--- src/rtl/miriscv_defines.sv ---
// -----------------------------------------------------------------------------
// miriscv_defines
//   Shared constants for the miriscv instruction decoder: major opcodes,
//   ALU operation codes, ALU operand selects, load/store sizes and
//   write-back source selects.
//   No ports (package).
// -----------------------------------------------------------------------------
package miriscv_defines;

    localparam int unsigned ALU_OP_WIDTH = 5;

    // Major opcode field, instr[6:2]
    typedef enum logic [4:0] {
        OPC_LOAD     = 5'b00000,
        OPC_MISC_MEM = 5'b00011,
        OPC_OP_IMM   = 5'b00100,
        OPC_AUIPC    = 5'b00101,
        OPC_STORE    = 5'b01000,
        OPC_OP       = 5'b01100,
        OPC_LUI      = 5'b01101,
        OPC_BRANCH   = 5'b11000,
        OPC_JALR     = 5'b11001,
        OPC_JAL      = 5'b11011,
        OPC_SYSTEM   = 5'b11100
    } opcode_e;

    typedef enum logic [ALU_OP_WIDTH-1:0] {
        ALU_ADD  = 5'b11000,
        ALU_SUB  = 5'b11001,
        ALU_SLL  = 5'b00111,
        ALU_SLTS = 5'b00010,
        ALU_SLTU = 5'b00011,
        ALU_XOR  = 5'b01111,
        ALU_SRL  = 5'b00101,
        ALU_SRA  = 5'b00100,
        ALU_OR   = 5'b01110,
        ALU_AND  = 5'b10101,
        ALU_EQ   = 5'b01100,
        ALU_NE   = 5'b01101,
        ALU_LTS  = 5'b00000,
        ALU_GES  = 5'b10100,
        ALU_LTU  = 5'b00001,
        ALU_GEU  = 5'b01011
    } alu_op_e;

    typedef enum logic [1:0] {
        OP_A_RS1     = 2'd0,
        OP_A_CURR_PC = 2'd1,
        OP_A_ZERO    = 2'd2
    } op_a_sel_e;

    typedef enum logic [2:0] {
        OP_B_RS2   = 3'd0,
        OP_B_IMM_I = 3'd1,
        OP_B_IMM_U = 3'd2,
        OP_B_IMM_S = 3'd3,
        OP_B_INCR  = 3'd4
    } op_b_sel_e;

    typedef enum logic [2:0] {
        LDST_B  = 3'd0,
        LDST_H  = 3'd1,
        LDST_W  = 3'd2,
        LDST_BU = 3'd4,
        LDST_HU = 3'd5
    } mem_size_e;

    typedef enum logic {
        WB_EX_RESULT = 1'b0,
        WB_LSU_DATA  = 1'b1
    } wb_sel_e;

    localparam logic [6:0] FUNCT7_BASE = 7'h00;
    localparam logic [6:0] FUNCT7_ALT  = 7'h20;

    // Register/immediate arithmetic mapping shared by OP and OP_IMM.
    // 'alt' selects the arithmetic right shift for funct3 = 5.
    function automatic alu_op_e arith_alu_op(input logic [2:0] funct3,
                                             input logic       alt);
        alu_op_e op;
        case (funct3)
            3'd0:    op = ALU_ADD;
            3'd1:    op = ALU_SLL;
            3'd2:    op = ALU_SLTS;
            3'd3:    op = ALU_SLTU;
            3'd4:    op = ALU_XOR;
            3'd5:    op = alt ? ALU_SRA : ALU_SRL;
            3'd6:    op = ALU_OR;
            default: op = ALU_AND;
        endcase
        return op;
    endfunction

    // Conditional branch comparison; returns ADD for the reserved codes,
    // which the caller flags as illegal.
    function automatic alu_op_e branch_alu_op(input logic [2:0] funct3);
        alu_op_e op;
        case (funct3)
            3'd0:    op = ALU_EQ;
            3'd1:    op = ALU_NE;
            3'd4:    op = ALU_LTS;
            3'd5:    op = ALU_GES;
            3'd6:    op = ALU_LTU;
            3'd7:    op = ALU_GEU;
            default: op = ALU_ADD;
        endcase
        return op;
    endfunction

endpackage

--- src/rtl/miriscv_decode.sv ---
// -----------------------------------------------------------------------------
// miriscv_decode
//   Purely combinational RV32I instruction decoder.
//   Ports:
//     clk_i, rst_n_i      clock / synchronous active-low reset (do not
//                         influence any output)
//     fetched_instr_i     32-bit instruction word
//     ex_op_a_sel_o       ALU operand A select
//     ex_op_b_sel_o       ALU operand B select
//     alu_op_o            ALU operation code
//     mem_req_o/mem_we_o  memory request / write enable
//     mem_size_o          load/store access size
//     gpr_we_a_o          register-file write enable
//     wb_src_sel_o        write-back source select
//     illegal_instr_o     illegal instruction flag
//     branch_o/jal_o/jarl_o  conditional branch, JAL, JALR
// -----------------------------------------------------------------------------
module miriscv_decode
    import miriscv_defines::*;
(
    input  logic                    clk_i,
    input  logic                    rst_n_i,
    input  logic [31:0]             fetched_instr_i,
    output logic [1:0]              ex_op_a_sel_o,
    output logic [2:0]              ex_op_b_sel_o,
    output logic [ALU_OP_WIDTH-1:0] alu_op_o,
    output logic                    mem_req_o,
    output logic                    mem_we_o,
    output logic [2:0]              mem_size_o,
    output logic                    gpr_we_a_o,
    output logic                    wb_src_sel_o,
    output logic                    illegal_instr_o,
    output logic                    branch_o,
    output logic                    jal_o,
    output logic                    jarl_o
);

    logic [4:0] opcode;
    logic [2:0] funct3;
    logic [6:0] funct7;

    assign opcode = fetched_instr_i[6:2];
    assign funct3 = fetched_instr_i[14:12];
    assign funct7 = fetched_instr_i[31:25];

    // Raw decode of the fields, before the illegal override
    op_a_sel_e dec_op_a;
    op_b_sel_e dec_op_b;
    alu_op_e   dec_alu;
    logic      dec_mem_req;
    logic      dec_mem_we;
    mem_size_e dec_size;
    logic      dec_gpr_we;
    wb_sel_e   dec_wb;
    logic      dec_branch;
    logic      dec_jal;
    logic      dec_jalr;
    logic      illegal;

    always_comb begin
        dec_op_a    = OP_A_RS1;
        dec_op_b    = OP_B_RS2;
        dec_alu     = ALU_ADD;
        dec_mem_req = 1'b0;
        dec_mem_we  = 1'b0;
        dec_size    = LDST_W;
        dec_gpr_we  = 1'b0;
        dec_wb      = WB_EX_RESULT;
        dec_branch  = 1'b0;
        dec_jal     = 1'b0;
        dec_jalr    = 1'b0;
        illegal     = (fetched_instr_i[1:0] != 2'b11);

        case (opcode)
            OPC_LOAD: begin
                dec_op_b    = OP_B_IMM_I;
                dec_mem_req = 1'b1;
                dec_gpr_we  = 1'b1;
                dec_wb      = WB_LSU_DATA;
                dec_size    = mem_size_e'(funct3);
                if (funct3 == 3'd3 || funct3 == 3'd6 || funct3 == 3'd7) begin
                    illegal = 1'b1;
                end
            end

            OPC_STORE: begin
                dec_op_b    = OP_B_IMM_S;
                dec_mem_req = 1'b1;
                dec_mem_we  = 1'b1;
                dec_size    = mem_size_e'(funct3);
                if (funct3 >= 3'd3) begin
                    illegal = 1'b1;
                end
            end

            OPC_OP_IMM: begin
                dec_op_b   = OP_B_IMM_I;
                dec_gpr_we = 1'b1;
                dec_alu    = arith_alu_op(funct3, funct7 == FUNCT7_ALT);
                // Only the shift encodings constrain funct7
                if (funct3 == 3'd1 && funct7 != FUNCT7_BASE) begin
                    illegal = 1'b1;
                end
                if (funct3 == 3'd5 && funct7 != FUNCT7_BASE && funct7 != FUNCT7_ALT) begin
                    illegal = 1'b1;
                end
            end

            OPC_OP: begin
                dec_gpr_we = 1'b1;
                if (funct7 == FUNCT7_BASE) begin
                    dec_alu = arith_alu_op(funct3, 1'b0);
                end else if (funct7 == FUNCT7_ALT) begin
                    if (funct3 == 3'd0) begin
                        dec_alu = ALU_SUB;
                    end else if (funct3 == 3'd5) begin
                        dec_alu = ALU_SRA;
                    end else begin
                        illegal = 1'b1;
                    end
                end else begin
                    illegal = 1'b1;
                end
            end

            OPC_LUI: begin
                dec_op_a   = OP_A_ZERO;
                dec_op_b   = OP_B_IMM_U;
                dec_gpr_we = 1'b1;
            end

            OPC_AUIPC: begin
                dec_op_a   = OP_A_CURR_PC;
                dec_op_b   = OP_B_IMM_U;
                dec_gpr_we = 1'b1;
            end

            OPC_BRANCH: begin
                dec_branch = 1'b1;
                dec_alu    = branch_alu_op(funct3);
                if (funct3 == 3'd2 || funct3 == 3'd3) begin
                    illegal = 1'b1;
                end
            end

            OPC_JAL: begin
                dec_op_a   = OP_A_CURR_PC;
                dec_op_b   = OP_B_INCR;
                dec_gpr_we = 1'b1;
                dec_jal    = 1'b1;
            end

            OPC_JALR: begin
                dec_op_a   = OP_A_CURR_PC;
                dec_op_b   = OP_B_INCR;
                dec_gpr_we = 1'b1;
                dec_jalr   = 1'b1;
            end

            OPC_MISC_MEM, OPC_SYSTEM: begin
                // Legal NOPs: defaults already apply
            end

            default: begin
                illegal = 1'b1;
            end
        endcase
    end

    // Illegal instructions present the default field values, which also
    // keeps mem_size_o away from the unused encodings 3, 6 and 7.
    always_comb begin
        ex_op_a_sel_o   = OP_A_RS1;
        ex_op_b_sel_o   = OP_B_RS2;
        alu_op_o        = ALU_ADD;
        mem_req_o       = 1'b0;
        mem_we_o        = 1'b0;
        mem_size_o      = LDST_W;
        gpr_we_a_o      = 1'b0;
        wb_src_sel_o    = WB_EX_RESULT;
        branch_o        = 1'b0;
        jal_o           = 1'b0;
        jarl_o          = 1'b0;
        illegal_instr_o = illegal;
        if (!illegal) begin
            ex_op_a_sel_o = dec_op_a;
            ex_op_b_sel_o = dec_op_b;
            alu_op_o      = dec_alu;
            mem_req_o     = dec_mem_req;
            mem_we_o      = dec_mem_we;
            mem_size_o    = dec_size;
            gpr_we_a_o    = dec_gpr_we;
            wb_src_sel_o  = dec_wb;
            branch_o      = dec_branch;
            jal_o         = dec_jal;
            jarl_o        = dec_jalr;
        end
    end

    // Clock and reset are part of the pipeline-stage interface but the
    // decoder is stateless; this flop only absorbs them and drives nothing.
    logic unused_rst_seen_q;

    always_ff @(posedge clk_i) begin
        if (!rst_n_i) begin
            unused_rst_seen_q <= 1'b0;
        end else begin
            unused_rst_seen_q <= 1'b1;
        end
    end

    // Register specifiers and immediates are not needed for control decode
    logic unused_instr_bits;
    assign unused_instr_bits = ^{fetched_instr_i[24:15], fetched_instr_i[11:7]};

endmodule

--- config.mk ---
export PLATFORM = sky130hd
export DESIGN_NAME = miriscv_decode
export DESIGN_NICKNAME = d
export VERILOG_FILES = /design/src/rtl/miriscv_defines.sv /design/src/rtl/miriscv_decode.sv
export SDC_FILE = /design/constraint.sdc
export NUM_CORES = 1
export LEC_CHECK = 0
export ABC_AREA = 1
export CAP_MARGIN = 5
export CORE_MARGIN = 5
export CORE_UTILIZATION = 35
export DETAILED_ROUTE_END_ITERATION = 10
export PLACE_DENSITY = 0.88
export RECOVER_POWER = 50
export SYNTH_ARGS = -nofsm -noshare
export SYNTH_HDL_FRONTEND = slang
export SYNTH_SLANG_ARGS = --single-unit
--- constraint.sdc ---
create_clock -name vclk -period 1.9
set_input_delay 0.38 -clock vclk [all_inputs]
set_output_delay 0.38 -clock vclk [all_outputs]
set_load 0.05 [all_outputs]
==> metrics.cfg, run 1 <==
[placement]
portBuffers = 38
dp_hpwl_mm = 2.810
gp_congestion = 0.8761
placedCellCount = 238

[status]
status = did not finish
tool.error = [ERROR DPL-0033] detailed placement checks failed during check placement.
stop_stage = 4_1_cts

[clocking]
postCtsHoldBufs = 0
cts_resized = 118
post_cts.repair.setup_buffers = 18

[synthesis]
ys.warnings.count = 0
netlist_instances = 143
synth_largest_area_cell = nand2_1
yosysMostFrequentCell = nand2_1
syn_nets = 177
synth_top_area_share_pct = 21.51
synth_cell_types = 19
synth_area_leaders = nand2_1 (22%), nor2_1 (15%), nand3_1 (10%)
syn_avg_cell_area_um2 = 4.760
ys_seq_area_share_pct = 0
syn-cell-area_um2 = 680.7
yosys-top-cells-count = nand2_1 (39), nor2_1 (28), inv_1 (17)

[floorplanning]
start_util_pct = 35.79
die_w_um = 54.10
die_y_um = 54.10
num_io_pins = 55
fp-row-count = 16

[metrics by stage]
step / setup WS, ns / area, um2
2_1_floorplan: -0.1968 / 799.5
3_3_place_gp: -0.5493 / 1594
3_5_place_dp: -0.6943 / 1594
[logic make-up after synthesis]
family	share of synthesized area [%]
and+or+nand+nor	71.69
buffers and inverters	15.44
AOI/OAI and AO/OA	12.87
==> run 2, diff against run 1 <==
Settings changed: CORE_AREA set to 5 5 66 68, CORE_MARGIN 5 to not set, CORE_UTILIZATION 35 to not set, DIE_AREA set to 0 0 71 73, PLACE_DENSITY 0.88 to not set, PLACE_DENSITY_LB_ADDON set to 0.15.
==> run 2 against run 1 <==
Net effect: the flow now finishes, with violations (negative setup slack); synthesized area did not move; synthesized cell count is the same.
==> metrics.cfg, run 2 <==
[synthesis]
synth_area_leaders = nand2_1 (22%), nor2_1 (15%), nand3_1 (10%)
yosys.area_share.adder_pct = 0
syn-cell-area_um2 = 680.7
synth-xor-area-share_pct = 0
synth_top_family_by_area = simple AND/OR/NAND/NOR gates
synth-simple-area-share_pct = 71.69
yosys-top-cells-count = nand2_1 (39), nor2_1 (28), inv_1 (17)
synth_top_area_share_pct = 21.51
syn_nets = 177
yosysMostFrequentCell = nand2_1
synth_cell_types = 19
netlist_instances = 143
ys_seq_area_share_pct = 0
syn_avg_cell_area_um2 = 4.760
synth_compound_area_share_pct = 12.87
synth.area.mux_share_pct = 0
ys.warnings.count = 0
synth_largest_area_cell = nand2_1

[route]
drc_errors = 0
routed-via-count = 1240
dr.pass1.iters = 4
drt_iter0_markers = 18
vias_per_cell = 4.509
ant_nets = 0
wire_per_inst_um = 11.45
wl_mm = 3.149

[layout]
areaGrowthSynthToFinish_pct = 180.0
multi_input_area_um2 = 834.6
nClkBuffers = 0
final_nets = 261
final_cell_mix = buf_4 (43), nand2_1 (28), nor2_4 (19), buf_12 (19)
antennaDiodeCount = 0
ff_latch_area_um2 = 0
n_sequential_cell = 0
fin_area_um2 = 1906
final_cells = 275
drive_gt1_share_pct = 66.22
fill_cells = 387
layout_commonest_cell = buf_4

[timing]
hold_viol = 0
final.min_clock_period_ns = 2.104
drv_slew = 0
rsz0062_at_grt = yes
maxSlewHeadroom_pct = 81.62
worst_pin_slew_ns = 0.2749
setup_ws_ns = -0.2036
setup_viol = 21
max_freq_mhz = 475.4
fin_crit_sh_pct = 110.7

[critical_path]
cp-start-kind = primary input
critPathCaptureType = primary output
cp_data_arrival_time_ns = 1.72
required_ns = 1.52
cp_max_fo = 5
critPathKind = primary input to primary output

[floorplanning]
num_io_pins = 55
fp.dieArea_um2 = 5183
die_w_um = 71
fp-row-count = 23
start_util_pct = 17.92
die_y_um = 73
coreArea_um2 = 3799

[placement]
place_area_um2 = 1650
dp_hpwl_mm = 2.567
dp_slack_ns = -0.6877
placedCellCount = 263
gp_congestion = 0.8849
portBuffers = 38

[status]
violations = negative setup slack
status = complete, but fails checks

[grt]
track_usage_pct = 11.92
antenna_found_initial = 0
grt-ovfl-total = 0
grt_pass1_vias = 1238
grt_max_degree = 9
grt_pass1_wl_mm = 5.319

[power_and_ir_drop]
ir_drop_v = 0.00005284
power_per_cell_area_nw_per_um2 = 132.6
p_leak_nw = 0.8270
p_total_uw = 252.6

[run]
max_cap_viol_count = 0

[hold_path]
hold_class = primary input to primary output

-- run 2: cell counts after synthesis --
Identical to the previous run, type by type.
-- run 2: worst paths after layout --
check / depth (start not counted) / start / slack (ns) / to
setup / recovery: 9 / fetched_instr_i[2] / -0.20 / wb_src_sel_o
hold / removal: 4 / fetched_instr_i[5] / 1.17 / wb_src_sel_o
-- run 2: per-layer routing --
| layer | up-vias | wire length (um) | global-route usage, % |
|---|---|---|---|
| li1 | 629 | - | - |
| met5 | - | 0 | 0 |
| met1 | 565 | 1224 | 14.22 |
| met4 | 0 | 39 | 2.088 |
| met2 | 40 | 1713 | 22.55 |
| met3 | 6 | 172 | 1.928 |
-- run 2: cell type report --
class	instances	share of cell area, %
inverters	20	4.202
multi-input cells	120	43.80
well taps	50	3.283
repair buffers	85	48.72
-- run 2: cells by family (layout without fill, tap and decap cells) --
kind of cell | after synthesis | in the layout
buffers and inverters | 23 | 105
AO/OA/AOI/OAI | 16 | 16
AND/OR/NAND/NOR | 104 | 104
-- run 2: report_power, final --
| group | switching [mW] | leakage, nW | internal [mW] |
|---|---|---|---|
| logic | 0.132 | 0.827 | 0.121 |
| registers | 0 | 0 | 0 |
| clock network | 0 | 0 | 0 |
-- run 2: stage by stage --
step                      TNS, ns  util (%)  hold WS (ns)
after floorplan            -2.219         -        0.9421
after global placement     -12.50     43.45         1.650
after detailed placement   -13.29     43.45         1.648
after CTS                  -2.595     47.86         1.171
after global routing       -4.849     50.16         1.186
final                      -2.657     50.16         1.166
-- run 2: repair_timing --
action	4_1_cts	5_1_grt
buffers inserted	10	2
hold buffers	0	0
setup endpoints to repair	21	21
pin swaps	27	10
resized for setup	102	21
-- run 2: critical path, stage by stage --
cell and delay, ns:
buf_8 0.10, nor2_4 0.19, nand2_2 0.11, inv_1 0.09, nor2_1 0.06, nand2_2 0.11, nand4_1 0.26, nor2_2 0.26
buf_12 0.16
Note: power is estimated with default switching activity, not from simulation.
